File: src/rtl/register_cmd_initiator_pkg.sv
// Shared encodings for the register command initiator: register funsel codes and FSM states.
package register_cmd_initiator_pkg;

    localparam logic [1:0] FS_DEC  = 2'b00;
    localparam logic [1:0] FS_INC  = 2'b01;
    localparam logic [1:0] FS_LOAD = 2'b10;
    localparam logic [1:0] FS_CLR  = 2'b11;

    typedef enum logic [1:0] {
        StIdle   = 2'b00,
        StIssue  = 2'b01,
        StSample = 2'b10,
        StResp   = 2'b11
    } state_e;

endpackage

File: src/rtl/register_cmd_initiator_if.sv
// Command and response handshake bundle between a sequencer (master) and the initiator (slave).
interface register_cmd_initiator_if #(
    parameter int unsigned N     = 8,
    parameter int unsigned CNT_W = 4
);
    logic             cmd_valid;
    logic             cmd_ready;
    logic [1:0]       cmd_op;
    logic [N-1:0]     cmd_data;
    logic [CNT_W-1:0] cmd_count;
    logic [N-1:0]     cmd_expect;
    logic             resp_valid;
    logic             resp_ready;
    logic [N-1:0]     resp_data;
    logic             resp_match;

    modport master (
        output cmd_valid, cmd_op, cmd_data, cmd_count, cmd_expect, resp_ready,
        input  cmd_ready, resp_valid, resp_data, resp_match
    );

    modport slave (
        input  cmd_valid, cmd_op, cmd_data, cmd_count, cmd_expect, resp_ready,
        output cmd_ready, resp_valid, resp_data, resp_match
    );
endinterface

File: src/rtl/register_cmd_initiator.sv
// Closed-loop initiator: runs one register operation for count cycles, samples Q_out, checks it
// against the expected value and returns the result over a valid/ready response.
module register_cmd_initiator
    import register_cmd_initiator_pkg::*;
#(
    parameter int unsigned N     = 8,
    parameter int unsigned CNT_W = 4,
    parameter int unsigned ERR_W = 8
) (
    input  logic                    clk,
    input  logic                    reset,
    register_cmd_initiator_if.slave bus,
    output logic                    reg_enable,
    output logic [1:0]              reg_funsel,
    output logic [N-1:0]            reg_load,
    input  logic [N-1:0]            reg_q,
    output logic [ERR_W-1:0]        err_count
);
    state_e           state_q, state_d;
    logic [CNT_W-1:0] cnt_q, cnt_d;
    logic [N-1:0]     expect_q, expect_d;
    logic             cmd_ready_q, cmd_ready_d;
    logic             enable_q, enable_d;
    logic [1:0]       funsel_q, funsel_d;
    logic [N-1:0]     load_q, load_d;
    logic             resp_valid_q, resp_valid_d;
    logic [N-1:0]     resp_data_q, resp_data_d;
    logic             resp_match_q, resp_match_d;
    logic [ERR_W-1:0] err_q, err_d;

    logic last_issue;
    assign last_issue = (cnt_q <= CNT_W'(1));

    always_ff @(posedge clk) begin
        if (reset) begin
            state_q <= StIdle;
        end else begin
            state_q <= state_d;
        end
    end

    always_comb begin
        state_d = state_q;
        unique case (state_q)
            StIdle: begin
                if (bus.cmd_valid) begin
                    state_d = (bus.cmd_count != '0) ? StIssue : StSample;
                end
            end
            StIssue:  if (last_issue) state_d = StSample;
            StSample: state_d = StResp;
            StResp:   if (bus.resp_ready) state_d = StIdle;
            default:  state_d = StIdle;
        endcase
    end

    // Next values of all registered outputs; funsel/load deliberately hold between commands.
    always_comb begin
        cnt_d        = cnt_q;
        expect_d     = expect_q;
        cmd_ready_d  = cmd_ready_q;
        enable_d     = enable_q;
        funsel_d     = funsel_q;
        load_d       = load_q;
        resp_valid_d = resp_valid_q;
        resp_data_d  = resp_data_q;
        resp_match_d = resp_match_q;
        err_d        = err_q;
        unique case (state_q)
            StIdle: begin
                if (bus.cmd_valid) begin
                    cnt_d       = bus.cmd_count;
                    expect_d    = bus.cmd_expect;
                    funsel_d    = bus.cmd_op;
                    load_d      = bus.cmd_data;
                    enable_d    = (bus.cmd_count != '0);
                    cmd_ready_d = 1'b0;
                end
            end
            StIssue: begin
                cnt_d = cnt_q - CNT_W'(1);
                if (last_issue) enable_d = 1'b0;
            end
            StSample: begin
                resp_data_d  = reg_q;
                resp_match_d = (reg_q == expect_q);
                resp_valid_d = 1'b1;
            end
            StResp: begin
                if (bus.resp_ready) begin
                    resp_valid_d = 1'b0;
                    cmd_ready_d  = 1'b1;
                    if (!resp_match_q && (err_q != {ERR_W{1'b1}})) begin
                        err_d = err_q + ERR_W'(1);
                    end
                end
            end
            default: ;
        endcase
    end

    always_ff @(posedge clk) begin
        if (reset) begin
            cnt_q        <= '0;
            expect_q     <= '0;
            cmd_ready_q  <= 1'b1;
            enable_q     <= 1'b0;
            funsel_q     <= FS_DEC;
            load_q       <= '0;
            resp_valid_q <= 1'b0;
            resp_data_q  <= '0;
            resp_match_q <= 1'b0;
            err_q        <= '0;
        end else begin
            cnt_q        <= cnt_d;
            expect_q     <= expect_d;
            cmd_ready_q  <= cmd_ready_d;
            enable_q     <= enable_d;
            funsel_q     <= funsel_d;
            load_q       <= load_d;
            resp_valid_q <= resp_valid_d;
            resp_data_q  <= resp_data_d;
            resp_match_q <= resp_match_d;
            err_q        <= err_d;
        end
    end

    assign bus.cmd_ready  = cmd_ready_q;
    assign bus.resp_valid = resp_valid_q;
    assign bus.resp_data  = resp_data_q;
    assign bus.resp_match = resp_match_q;
    assign reg_enable     = enable_q;
    assign reg_funsel     = funsel_q;
    assign reg_load       = load_q;
    assign err_count      = err_q;
endmodule

File: src/flat_wrapper.sv
// flat-port wrapper written by rule: the top's interface ports become plain ports
module register_cmd_initiator_flat import register_cmd_initiator_pkg::*;
#(
    parameter int unsigned N     = 8,
    parameter int unsigned CNT_W = 4,
    parameter int unsigned ERR_W = 8
)
  (clk, reset, reg_enable, reg_funsel, reg_load, reg_q, err_count, bus_cmd_valid, bus_cmd_op, bus_cmd_data, bus_cmd_count, bus_cmd_expect, bus_resp_ready, bus_cmd_ready, bus_resp_valid, bus_resp_data, bus_resp_match);
  register_cmd_initiator_if #(.N(N), .CNT_W(CNT_W)) bus_i ();
  input  logic clk;
  input  logic reset;
  output logic reg_enable;
  output logic [1:0] reg_funsel;
  output logic [N-1:0] reg_load;
  input  logic [N-1:0] reg_q;
  output logic [ERR_W-1:0] err_count;
  input wire logic [$bits(bus_i.cmd_valid)-1:0] bus_cmd_valid;
  input wire logic [$bits(bus_i.cmd_op)-1:0] bus_cmd_op;
  input wire logic [$bits(bus_i.cmd_data)-1:0] bus_cmd_data;
  input wire logic [$bits(bus_i.cmd_count)-1:0] bus_cmd_count;
  input wire logic [$bits(bus_i.cmd_expect)-1:0] bus_cmd_expect;
  input wire logic [$bits(bus_i.resp_ready)-1:0] bus_resp_ready;
  output wire logic [$bits(bus_i.cmd_ready)-1:0] bus_cmd_ready;
  output wire logic [$bits(bus_i.resp_valid)-1:0] bus_resp_valid;
  output wire logic [$bits(bus_i.resp_data)-1:0] bus_resp_data;
  output wire logic [$bits(bus_i.resp_match)-1:0] bus_resp_match;
  assign bus_i.cmd_valid = bus_cmd_valid;
  assign bus_i.cmd_op = bus_cmd_op;
  assign bus_i.cmd_data = bus_cmd_data;
  assign bus_i.cmd_count = bus_cmd_count;
  assign bus_i.cmd_expect = bus_cmd_expect;
  assign bus_i.resp_ready = bus_resp_ready;
  assign bus_cmd_ready = bus_i.cmd_ready;
  assign bus_resp_valid = bus_i.resp_valid;
  assign bus_resp_data = bus_i.resp_data;
  assign bus_resp_match = bus_i.resp_match;
  register_cmd_initiator #(.N(N), .CNT_W(CNT_W), .ERR_W(ERR_W)) u_core (.clk(clk), .reset(reset), .bus(bus_i), .reg_enable(reg_enable), .reg_funsel(reg_funsel), .reg_load(reg_load), .reg_q(reg_q), .err_count(err_count));
endmodule
File: config.mk
export PLATFORM = sky130hd
export DESIGN_NAME = register_cmd_initiator_flat
export DESIGN_NICKNAME = d
export VERILOG_FILES = /design/src/rtl/register_cmd_initiator_pkg.sv /design/src/rtl/register_cmd_initiator_if.sv /design/src/rtl/register_cmd_initiator.sv /design/src/flat_wrapper.sv
export SDC_FILE = /design/constraint.sdc
export NUM_CORES = 1
export LEC_CHECK = 0
export ABC_AREA = 1
export CORE_AREA = 2 2 95 70
export CTS_CLUSTER_SIZE = 28
export DETAILED_ROUTE_END_ITERATION = 10
export DIE_AREA = 0 0 97 72
export GPL_ROUTABILITY_DRIVEN = 0
export GPL_TIMING_DRIVEN = 0
export PLACE_DENSITY = 0.61
export SYNTH_ARGS = -nofsm -noshare
export SYNTH_HDL_FRONTEND = slang
export SYNTH_SLANG_ARGS = --single-unit
File: constraint.sdc
create_clock -name clk -period 1.5 [get_ports clk]
set_clock_uncertainty 0.1 [all_clocks]
set_input_delay 0.3 -clock clk [delete_from_list [all_inputs] [get_ports clk]]
set_output_delay 0.3 -clock clk [all_outputs]
set_load 0.1 [all_outputs]
After elaboration in Yosys (flattened, before gate mapping). Index checks and enable logic that the tools add are counted.

Memory bits (read-only): 0. Latch bits: 0. Memories: 0. Word-level logic and storage cells: 51. Input bits: 34. Bits in writable memories: 0. Flip-flop bits (word level): 44. Output and inout bits: 30.

Reductions and logical operators: 14. Multiply operators: 0. Order comparisons: 1. Div/mod/pow operators: 0. Equality and inequality tests: 8. Add/subtract/negate cells: 2. Shifts and indexed selects: 0. Multiplexer cells: 15. Bitwise operators: 0.

Operators with widths (count): $reduce_and 3->1 (4); $add 8x1->8 const B (1); $eq 8x8->1 (1); $mux 2 (4); $ne 8x8->1 const B (1); $pmux 2 s4 (1); $pmux 4 s2 (1); $pmux 1 s2 (3); $reduce_and 2->1 (3); $reduce_bool 2->1 (3); $mux 1 (5); $eq 2x2->1 const B (2); $le 4x1->1 const B (1); $mux 4 (1); $ne 2x2->1 const B (2); $reduce_bool 4->1 (1); $sub 4x1->4 const B (1); $eq 2x1->1 const B (1); $logic_not 2->1 (1); $ne 2x1->1 const B (1); $logic_and 1x1->1 (1); $logic_not 1->1 (1).

Logic depth before layout (Yosys ltp).
Word-level depth: 4. Depth in mapped cells: 9. Gate-level depth less buffers: 9.

Least setup slack after synthesis. Ideal clock, no wire load.

Path type: register to register. From: register u_core.err_q[1], in the netlist u_core.err_count[1]. To: register u_core.err_q[1], in the netlist u_core.err_count[1]. Setup slack: -0.638 ns. Setup time: 0.117 ns. Stages on the path, launching flop included: 9. Arrival time: 1.922 ns. Cells stage by stage: dfxtp_1 > ha_1 > nand2_2 > nor2_4 > nand2_1 > nand2_2 > inv_2 > nor2_1 > nor2_1.

Cells in the longest elaborated chain, start to end: 3.

RTL lines: from (decl) (line register_cmd_initiator.sv:29) `logic [ERR_W-1:0] err_q, err_d;`; from (signal assigned) (line register_cmd_initiator.sv:124) `err_q <= err_d;`; parallel branches: the longest is 3 deep, another holds $add 8x1->8.

Parallel ways; which one is timed is not known. A chain may end at the register's enable or synchronous reset.

Final worst setup path.
From: register u_core.resp_data_q[7], in the netlist u_core.bus.resp_data[7]. To: output port bus_resp_data[7].

RTL lines: from (decl) (line register_cmd_initiator.sv:27) `logic [N-1:0] resp_data_q, resp_data_d;`; from (signal assigned) (line register_cmd_initiator.sv:122) `resp_data_q <= resp_data_d;`; to (decl) (line flat_wrapper.sv:25) `output wire logic [$bits(bus_i.resp_data)-1:0] bus_resp_data;`.

No word-level cell between the ends.

==> flow_summary.toml <==
[hold_path]
worstHoldPathType = "in -> reg"

[die]
rows = 24
io_pins = 64
start_util_pct = 34.1
coreArea_sq_um = 6040
die_h_microns = 72
dieArea_sq_um = 6980
die_w_microns = 97

[layout]
syn_to_final_growth_pct = 43.4
fill_cells = 627
n_antenna_cell = 0
post-route-util_pct = 48.9
nets = 395
drive_above_1_share_pct = 25.4
regArea_sq_um = 910
design_area_sq_um = 2950
multiInputGateArea_sq_um = 1110

[setup_path]
slowest_delay_ns = 0.43
crit_path_start_kind = "flip-flop"
r2r_end = "u_core.state_q[0]"
timing_worst_setup_path_type = "reg -> out"
cp.depth = 1
crit_arrival_ns = 1.06
crit_end = "bus_resp_data[7]"
crit_fanout = 2
required_ns = 1.10
worstSetupStartpoint = "u_core.bus.resp_data[7]"
ff2ff_setup_slack_ns = 0.05
endpoint_kind = "output pin"
cp_top_family = "buffers and inverters"
critPathSlowestCell = "buf_2"
path_buf_inv = 1
r2r_cells = 9
r2r-start = "u_core.state_q[1]"
path_cells = "buf_2"

[logic_synthesis]
yosysWarnings = 0
syn_area_per_cell_sq_um = 7.30
synth_top_family_by_area = "simple AND/OR/NAND/NOR gates"
synth_adder_area_share_pct = 4.26
synth_compound_area_share_pct = 18.1
synth_xor_area_share_pct = 2.13
synthSimpleGateAreaFrac_pct = 24.3
synth_cell_types = 30
muxShareOfSynthArea_pct = 0
synth-seq-cells = 44
seq_area_frac_synth_pct = 42.8
synth_cells = 282
synth_area_sq_um = 2060
syn_nets = 323

[routing]
first_pass_iters = 4
drtIter0Drc = 77
viasPerCell = 4.58
drc = 0
routed_wl_microns = 5220
vias = 1983
wl_per_cell_microns = 12.0
postRouteAntennaNets = 0

[pwr]
peakVddDrop_mv = 1.02
p_leak_uw = 0.00126
power_density_nw_per_um2 = 1990

[sta]
finalSetupTns_ns = 0
post-route-period-util_pct = 97.7
slew_headroom_pct = 67.8
tightest_slew_ns = 0.487
final-max-slew-violation-count = 0
final-setup-viol-count = 0
fmax_ghz = 0.683
hold_violations = 0
fin_crit_ns = 1.46

[global_route]
grt_max_degree = 15
grt_pass1_wl_microns = 8340
track_usage_pct = 14.8
grt_overflow = 0
grt_pass1_vias = 1822
antenna_found_initial = 0

[cts]
cts_num_sinks = 44
cts.path.max_buffers = 2
ctsHoldBuffers = 0
clock-root-buffer = "clkbuf_8"
htree_num_levels = 2
clock_latency_ns = 0.29
clkTransAtPathRegs_ns = 0.09
cts_buffers = 5
tritoncts = "yes"

[flow_run]
drv_cap = 0

[status]
status = "completed"

[place]
io_buffers = 62
place_area_sq_um = 2810
post-dp-hpwl_microns = 3900
==> flip-flops by register name, summed over array words and instances (netlist names) <==
| signal | count |
|---|---|
| u_core.bus.resp_data | 8 |
| u_core.err_count | 8 |
| u_core.expect_q | 8 |
| u_core.reg_load | 8 |
| u_core.cnt_q | 4 |
| u_core.reg_funsel | 2 |
| u_core.state_q | 2 |
| u_core.bus.cmd_ready | 1 |
| u_core.bus.resp_match | 1 |
| u_core.bus.resp_valid | 1 |
| u_core.reg_enable | 1 |
==> cells in the final DEF (no fill, tap or decap), types with 2 or more instances in the layout <==
cell and instances:
nand2_1 46, xnor2_1 3, o21ai_0 30, nand2_2 2, xor2_1 2, buf_2 11, a21oi_1 24, clkbuf_4 15
inv_1 23, nor2_4 2, clkbuf_1 2, nand3_1 8, ha_4 5, clkdlybuf4s50_1 32, nor2_1 47, inv_4 3
dfxtp_2 5, ha_1 2, o211ai_1 2, inv_2 5, clkbuf_8 5, a21oi_2 2, dfxtp_1 33, buf_4 11
o21ai_1 6, nand2_4 4, o21ai_2 3, nand4_1 3, dfxtp_4 6, clkinv_2 2
==> worst min path at each step <==
stage / start / endpoint / slack (ns) / depth (start not counted)
after floorplan: reg_q[6] / u_core.bus.resp_data[6] / 0.33 / 2
after global placement: u_core.reg_enable / u_core.reg_enable / 0.35 / 2
after detailed placement: u_core.reg_enable / u_core.reg_enable / 0.36 / 2
after CTS: reset / u_core.err_count[2] / 0.23 / 2
after global routing: reset / u_core.err_count[5] / 0.27 / 2
final: reset / u_core.err_count[2] / 0.23 / 2
==> final cells by class <==
cell class	instances	share of cell area, %
Buffer	8	2.03
Clock buffer	6	3.18
Clock inverter	2	0.424
Inverter	32	4.37
Multi-Input combinational cell	198	37.5
Sequential cell	44	30.8
Tap cell	78	3.31
Timing Repair Buffer	65	18.4
==> synthesized netlist by cell type <==
library cell	number	area [sq um]
a21oi_1	26	130
buf_12	1	20.0
buf_2	1	5.00
buf_4	1	7.51
clkbuf_1	5	18.8
clkinv_2	1	5.00
dfxtp_1	44	881
ha_1	7	87.6
inv_1	27	101
inv_2	3	11.3
inv_4	1	6.26
nand2_1	47	176
nand2_2	3	18.8
nand2_4	2	22.5
nand3_1	8	40.0
nand4_1	3	18.8
nor2_1	47	176
nor2_2	2	12.5
nor2_4	1	11.3
nor3b_1	1	7.51
o211ai_1	2	15.0
o21a_1	1	7.51
o21ai_0	36	180
o21ai_1	1	5.00
o21ai_2	3	26.3
o21bai_1	1	7.51
or2_2	1	6.26
or2_4	1	8.76
xnor2_1	3	26.3
xor2_1	2	17.5
==> power by group <==
group	switching, uW	internal (uW)
clock	422	426
sequential	223	1490
combinational	2350	954
total	3000	2870
==> routing by layer <==
metal  routed length (microns)  share of wire [%]  global-route usage [%]
met1                      2570                 49                    19.3
met2                      2310                 44                    23.9
met3                       313                6.0                    4.53
met4                        21               0.40                    4.23
met5                         0                  0                       0
==> cell families (layout without fill, tap and decap cells) <==
logic type	Yosys count	after routing
AOI/OAI and AO/OA	70	70
xor gates and xnor gates	5	5
adders and majority gates	7	7
buffers and inverters	40	113
DFF	44	44
and+or+nand+nor	116	116
==> stage by stage <==
step / instances / hold slack (ns) / worst slack [ns] / total power (uW)
2_1_floorplan: 282 / 0.335 / -0.00673 / 4040
3_3_place_gp: 422 / 0.349 / -0.391 / 4740
3_5_place_dp: 422 / 0.358 / -0.392 / 4780
4_1_cts: 430 / 0.233 / -0.0476 / 5540
5_1_grt: 433 / 0.270 / -0.0109 / 6230
6_report: 433 / 0.235 / 0.0350 / 5860
==> timing repair <==
item                                   in CTS  in global routing
endpoints found under the hold margin       0                  0
setup endpoints to repair                  65                 47
resized for setup                         167                 41
pin swaps                                   0                  5
setup buffers                               0                  3
Power figures use the tool's default switching activity.
